### src/rtl/pc_fetch_ctrl.sv
// Program-counter and instruction-fetch controller: fetches one word per
// instruction, hands it to execute, and stops on halt, fetch timeout or misaligned PC.
module pc_fetch_ctrl #(
  parameter logic [31:0] RESET_PC = 32'h0000_3000,
  parameter logic [7:0]  TIMEOUT  = 8'd15
) (
  input  logic        clk,
  input  logic        rst,
  input  logic [31:0] npc_in,
  output logic [31:0] ins_addr,
  output logic        imem_req,
  output logic [31:0] imem_addr,
  input  logic        imem_ack,
  input  logic [31:0] imem_rdata,
  output logic [31:0] ins,
  output logic        ins_valid,
  input  logic        ins_ready,
  input  logic        halt,
  output logic        halted,
  output logic        fault,
  output logic [1:0]  fault_code,
  output logic [31:0] fault_addr,
  output logic [31:0] retired_cnt
);

  localparam logic [1:0] S_FETCH  = 2'd0;
  localparam logic [1:0] S_EXEC   = 2'd1;
  localparam logic [1:0] S_HALTED = 2'd2;
  localparam logic [1:0] S_FAULT  = 2'd3;

  localparam logic [1:0] FC_TIMEOUT    = 2'b01;
  localparam logic [1:0] FC_MISALIGNED = 2'b10;

  logic [1:0]  state;
  logic [31:0] pc;
  logic [7:0]  timer;

  // HALTED and FAULT have no exits; only rst leaves them.
  always_ff @(posedge clk) begin
    if (rst) begin
      state       <= S_FETCH;
      pc          <= RESET_PC;
      timer       <= 8'd0;
      ins         <= 32'd0;
      retired_cnt <= 32'd0;
      fault_code  <= 2'b00;
      fault_addr  <= 32'd0;
    end else begin
      case (state)
        S_FETCH: begin
          if (imem_ack) begin
            ins   <= imem_rdata;
            timer <= 8'd0;
            state <= S_EXEC;
          end else if (timer == TIMEOUT - 8'd1) begin
            state      <= S_FAULT;
            fault_code <= FC_TIMEOUT;
            fault_addr <= pc;
          end else begin
            timer <= timer + 8'd1;
          end
        end
        S_EXEC: begin
          if (ins_ready) begin
            // The instruction retires even when its successor address faults.
            retired_cnt <= retired_cnt + 32'd1;
            if (halt) begin
              state <= S_HALTED;
            end else if (npc_in[1:0] != 2'b00) begin
              state      <= S_FAULT;
              fault_code <= FC_MISALIGNED;
              fault_addr <= npc_in;
            end else begin
              pc    <= npc_in;
              state <= S_FETCH;
            end
          end
        end
        default: begin
        end
      endcase
    end
  end

  assign ins_addr  = pc;
  assign imem_addr = pc;
  assign imem_req  = (state == S_FETCH);
  assign ins_valid = (state == S_EXEC);
  assign halted    = (state == S_HALTED);
  assign fault     = (state == S_FAULT);

endmodule

### config.mk
export PLATFORM = sky130hd
export DESIGN_NAME = pc_fetch_ctrl
export DESIGN_NICKNAME = d
export VERILOG_FILES = /design/src/rtl/pc_fetch_ctrl.sv
export SDC_FILE = /design/constraint.sdc
export NUM_CORES = 1
export LEC_CHECK = 0
export ABC_AREA = 1
export CORE_ASPECT_RATIO = 0.9
export CORE_UTILIZATION = 31
export CTS_BUF_LIST = sky130_fd_sc_hd__clkbuf_4
export DETAILED_ROUTE_END_ITERATION = 8
export PLACE_DENSITY = 0.69
export SLEW_MARGIN = 15
export SYNTH_ARGS = -nofsm -noshare
export SYNTH_HDL_FRONTEND = slang
export SYNTH_SLANG_ARGS = --single-unit
### constraint.sdc
create_clock -name clk -period 2.6 [get_ports clk]
set_input_delay 0.52 -clock clk [delete_from_list [all_inputs] [get_ports clk]]
set_output_delay 0.52 -clock clk [all_outputs]
set_load 0.01 [all_outputs]
== Yosys cells after proc, flatten, opt, wreduce, memory -nomap -nowiden ==
Cells that the tools add are included.

* Input port bits: 69
* Output and inout bits: 166
* Logic and storage cells: 51
* Flip-flop bits (word level): 140

* Bitwise operators: 2
* Add/sub/neg operators: 2
* Mux-type cells: 20
* Reduce and logical (&&, ||, !) cells: 9
* Eq/ne operators: 11

{| class="wikitable"
|+ Operators with widths
! operator !! number
|-
| 2-to-1 mux 32 bit || 5
|-
| case mux 32 bit (2 select lines) || 1
|-
| adder 32 x 1 -> 32 bit, second input constant || 1
|-
| 2-to-1 mux 2 bit || 10
|-
| 2-to-1 mux 8 bit || 2
|-
| adder 8 x 1 -> 8 bit, second input constant || 1
|-
| equality test 8 x 4 -> 1 bit, second input constant || 1
|-
| case mux 2 bit (2 select lines) || 2
|-
| inequality test 2 x 1 -> 1 bit, second input constant || 3
|-
| inequality test 2 bit, second input constant || 3
|-
| AND reduction 2 bit || 3
|-
| AND reduction 6 bit || 1
|-
| equality test 2 bit, second input constant || 2
|-
| AND reduction 4 bit || 1
|-
| nonzero test 2 bit || 2
|-
| inequality test 3 x 1 -> 1 bit, second input constant || 1
|-
| AND reduction 3 bit || 1
|-
| equality test 2 x 1 -> 1 bit, second input constant || 1
|-
| logical NOT 2 bit || 1
|-
| NOT 1 bit || 2
|}

== Depth between registers and ports, before layout ==
* Word-level depth: 5
* Depth in mapped cells: 11
* Mapped depth without buffers: 11

== Worst setup path before layout ==
Ideal clock, no wire load.

* Path kind: flip-flop to flip-flop
* From: reg retired_cnt[1]
* To: reg retired_cnt[28]
* Data arrival time: 1.313 ns
* Clock period less this slack: 1.429 ns
* Stages on the path, launching flop included: 9
* Setup time: 0.116 ns
* Buffers on the path: 0
* Path slack: 1.171 ns
* Required time: 2.484 ns
* Cells stage by stage: dfxtp_1 ha_1 inv_1 nor2_1 nand3_1 nor2_1 nand2_1 o21ai_0 nor2_1

* Longest elaborated chain between the ends: 1

{| class="wikitable"
|+ RTL lines
! item !! line !! source
|-
| from (decl) || 23 || <nowiki>output logic [31:0] retired_cnt</nowiki>
|-
| from (signal assigned) || 66 || <nowiki>retired_cnt <= retired_cnt + 32'd1;</nowiki>
|-
| adder 32 x 1 -> 32 bit || 66 ||
|}

No other way between the ends.
A chain may end at the register's enable or synchronous reset.

== Final worst setup path ==
* From: reg state[1]
* To: out ins_valid

* Longest elaborated chain between the ends: 1

{| class="wikitable"
|+ RTL lines
! item !! line !! source
|-
| from (decl) || 34 || <nowiki>logic [1:0] state;</nowiki>
|-
| from (signal assigned) || 41 || <nowiki>state <= S_FETCH;</nowiki>
|-
| from (signal assigned) || 54 || <nowiki>state <= S_EXEC;</nowiki>
|-
| from (signal assigned) || 56 || <nowiki>state <= S_FAULT;</nowiki>
|-
| equality test 2 x 1 -> 1 bit || 88 || <nowiki>assign ins_valid = (state == S_EXEC);</nowiki>
|-
| to (decl) || 16 || <nowiki>output logic ins_valid,</nowiki>
|}

No other way between the ends.

==> results.md <==
- The tool flagged a number of max-cap violations equal to 0.
- The category of the critical setup timing path is flip-flop to output pin.
- Clock tree synthesis selected as its root buffer the cell sky130_fd_sc_hd__clkbuf_4.
- The overall die width is between 150 and 200 um.
- Setup repair after global routing left no endpoint under its margin.
- The flow ran to the end, and the final reports show no timing, DRC or antenna violations.
- The post-synthesis register bit count is between 100 and 150.
- The total number of vias is approximately 6300.
- At the pin with the least slew margin, the transition time is 0.553 ns.
- The critical path startpoint category is a flip-flop.
- STA puts the critical path data required time at 2.08 ns.
- After legalization and detailed placement, the total HPWL measured 13300 um.
- The detailed router finished its first iteration with 318 violations.
- Of the available clock period, the critical path in the final layout requires 0.944.
- The count of filler cells inserted in the layout is roughly 2000.
- The CTS tree is done.
- The max-slew violation total from the final report is 0.
- The detail route stage leaves a number of antenna-violating nets equal to 0.
- Counting every sink on the clock net gives 140.
- The final hold violation count is 0.
- Of the total power, registers draw 0.423.
- Across the VDD grid, the largest voltage drop is about 0.00029 V.
- The Yosys step of the flow raised 0 warnings.
- The floorplan has roughly 50 rows.
- The power density over the cells is 688 nW/um^2.
- Between clock sinks in the finished design, the worst skew comes to between 0.02 and 0.025 ns.
- The cell-internal power is roughly 4100 uW.
- In this run the cell area of the synthesized design comes to about 6400 um^2.
- In the final layout, the share of cells above drive strength 1 is 0.0603.
- The per-cell via count in the routed design is about 4.6.
- The largest single stage delay on the critical path is 0.57 ns.
- The die covers ~21000 um^2.
- The global-route total usage across every layer is 0.172.
- The largest driver fanout on the critical path is 15.
- STA classifies the critical path endpoint as an output pin.
- The top-level port count is about 240.
- The cell type group with the largest total delay on the critical path is buffers and inverters.
- Timing would allow up to around 400 MHz.
- After detailed routing, the total wire length is approximately 18000 um.
- The static leakage power is roughly 0.0035 uW.
- Setup slack on the worst reg-to-reg path comes out at 0.76 ns.
- After routing, the total negative slack on setup checks comes to 0 ns.
- After the last flow step, the layout net total stands at about 1200.
- The number of iterations in the first detailed-routing pass is 5.
- The analysis attributes to net switching a power of 2070 uW.
- The path type of the worst min-delay path is flip-flop to flip-flop.
- The count of distinct cell types in the synthesized netlist is 35.
- The total clock buffers created by CTS is 17.
- The number of setup buffers added after CTS is 0.
- The overall die height is between 100 and 150 um.
- The worst-path cell with the longest stage delay is sky130_fd_sc_hd__clkdlybuf4s50_1.
- The largest net degree at the start of global routing is 90.
- The count of port buffers added during placement is about 230.
- Counting every instance in the synthesized netlist gives around 910.
- The starting utilization of the core area is 0.317.
- For this run, design rule violations remaining after detail routing come to 0.
- The share of total power dissipated in the clock network is 0.260.
- The H-tree was split into 4 levels.
- The number of antenna violations at the first check in global routing is 1.
- The final routed wire length divided by cell count is around 13 um.
- The clock latency on the worst-skew pair is 0.53 ns.
- The arrival time of the worst setup path is slightly below 2 ns.
- The congestion estimate from routability-driven global placement came to 0.903.
- The switching share of power is 0.335.
- The worst hold slack across all endpoints is 0.487 ns.
- Walking the worst path, the cells encountered are inv_2 > nand2_4 > clkinv_2 > clkdlybuf4s50_1.
- Compared with the post-synthesis result, the final layout area differs by 41.2%.
- The synthesized netlist net count is 979.
- Of the synthesized area, sequential elements account for 0.441.
- Of the total power, combinational logic draws 0.317.
- After clock tree synthesis, the clock-pin slew on the worst setup and hold paths is between 0.1 and 0.15 ns.
- In this run the tightest slew margin relative to its limit is 0.631.
- The average cell area after synthesis is around 7 um^2.
- The first global-routing pass estimated between 20000 and 30000 um of wire.
- The total congestion overflow after global routing is 0.
- The worst path in the final design needs a cycle of 2.45 ns, including I/O delays and setup.
- No sink is reached through more buffers than the 2 on the longest clock path.
- The via count of the first global-routing pass was between 5000 and 6000.
- Counting both buffers and inverters, the worst setup path holds a total of 3.
- The floorplan step defined a core boundary enclosing ~20000 um^2.
- Setup violations remaining at the end of the flow were counted as 0.
[worst reg2reg max path, delay by kind of cell, from the launching register on]
family | cells | cell delay (ns)
flip-flops | 1 | 0.37
buffers and inverters | 3 | 0.61
AO/OA/AOI/OAI | 2 | 0.37
AND/OR/NAND/NOR | 4 | 0.44
[metrics by stage]
stage | std cells | util | setup slack (ns) | instance area [um^2] | total power, uW
finish | 1367 | 0.448 | 0.145 | 8980 | 6180
global placement | 1334 | 0.432 | 0.461 | 8650 | 4620
detailed placement | 1334 | 0.432 | 0.429 | 8650 | 4650
CTS | 1366 | 0.448 | 0.0591 | 8980 | 6270
global route | 1367 | 0.448 | 0.0257 | 8980 | 6590
floorplan | 907 | - | 1.17 | 6360 | 3730
[metal layers]
layer	vias up	track usage	share of wire
met5	-	0	0
met4	0	0.0533	0.015
met3	23	0.0594	0.084
met2	228	0.274	0.45
met1	2797	0.219	0.46
li1	3241	-	-
[power by group through the flow]
stage                     registers, uW  clock network [uW]  logic [uW]
after floorplan                    2770                   0         959
after global placement             2660                   0        1960
after detailed placement           2670                   0        1980
after CTS                          2620                1660        1990
after global routing               2660                1760        2170
final                              2620                1610        1960
[flip-flops by register name, indices dropped and copies added (netlist names)]
name         cells
ins             32
retired_cnt     32
fault_code       2
state            2
fault_addr      32
timer            8
imem_addr       32
[final timing paths]
check,from,to,cells past startpoint
worst max-delay path,state[1],ins_valid,4
worst max register to register,state[1],fault_addr[3],9
worst min-delay path,fault_code[0],fault_code[0],2
worst min register to register,fault_code[0],fault_code[0],2
[kinds of logic (layout without fill, tap and decap cells)]
kind of cell | count (synthesis) | in the layout | synth area share
simple gates | 432 | 432 | 0.285
xor+xnor | 2 | 2 | 0.00275
flops | 140 | 140 | 0.441
fa+ha+maj | 3 | 3 | 0.00590
other cells | 0 | 1 | 0
compound gates | 179 | 179 | 0.144
buf+inv | 151 | 355 | 0.122
[synthesized netlist by cell type (all sizes together)]
library cell | instances | share of area
dfxtp | 140 | 0.44
nor3 | 6 | 0.0047
nand2 | 143 | 0.088
nor3b | 2 | 0.0024
or2 | 2 | 0.0020
a31oi | 1 | 0.00098
ha | 3 | 0.0059
a211oi | 1 | 0.0012
o21ai | 133 | 0.10
nor2 | 229 | 0.14
inv | 80 | 0.048
clkbuf | 17 | 0.012
o21a | 2 | 0.0024
o211ai | 2 | 0.0024
nand3 | 40 | 0.036
nand3b | 2 | 0.0024
xor2 | 2 | 0.0028
buf | 54 | 0.063
a21oi | 40 | 0.032
nand4 | 8 | 0.0079
[placed cells by master (no fill, tap or decap), types with 8 or more instances in the layout]
| cell | synthesis | routed |
|---|---|---|
| sky130_fd_sc_hd__clkdlybuf4s50_1 | 0 | 234 |
| sky130_fd_sc_hd__nor2_1 | 219 | 219 |
| sky130_fd_sc_hd__dfxtp_1 | 140 | 139 |
| sky130_fd_sc_hd__nand2_1 | 138 | 138 |
| sky130_fd_sc_hd__o21ai_0 | 120 | 120 |
| sky130_fd_sc_hd__inv_1 | 75 | 74 |
| sky130_fd_sc_hd__a21oi_1 | 39 | 39 |
| sky130_fd_sc_hd__nand3_1 | 36 | 36 |
| sky130_fd_sc_hd__clkbuf_4 | 0 | 17 |
| sky130_fd_sc_hd__o21ai_1 | 13 | 13 |
| sky130_fd_sc_hd__nand4_1 | 8 | 8 |
[final cells by class]
class	count	area, um^2	area share
flip-flops and latches	140	2800	0.312
multi-input cells	616	2780	0.310
repair buffers	243	2450	0.272
well taps	255	319	0.0355
inverters	80	304	0.0338
clock inverters	15	195	0.0217
clock buffers	17	128	0.0142
diodes	1	2.50	0.000279
[repair_timing]
item                       CTS  global route
setup endpoints to repair    1             1
resized for setup            1             1
hold buffers                 0             0
No activity file was read; power rests on OpenSTA's default activity.
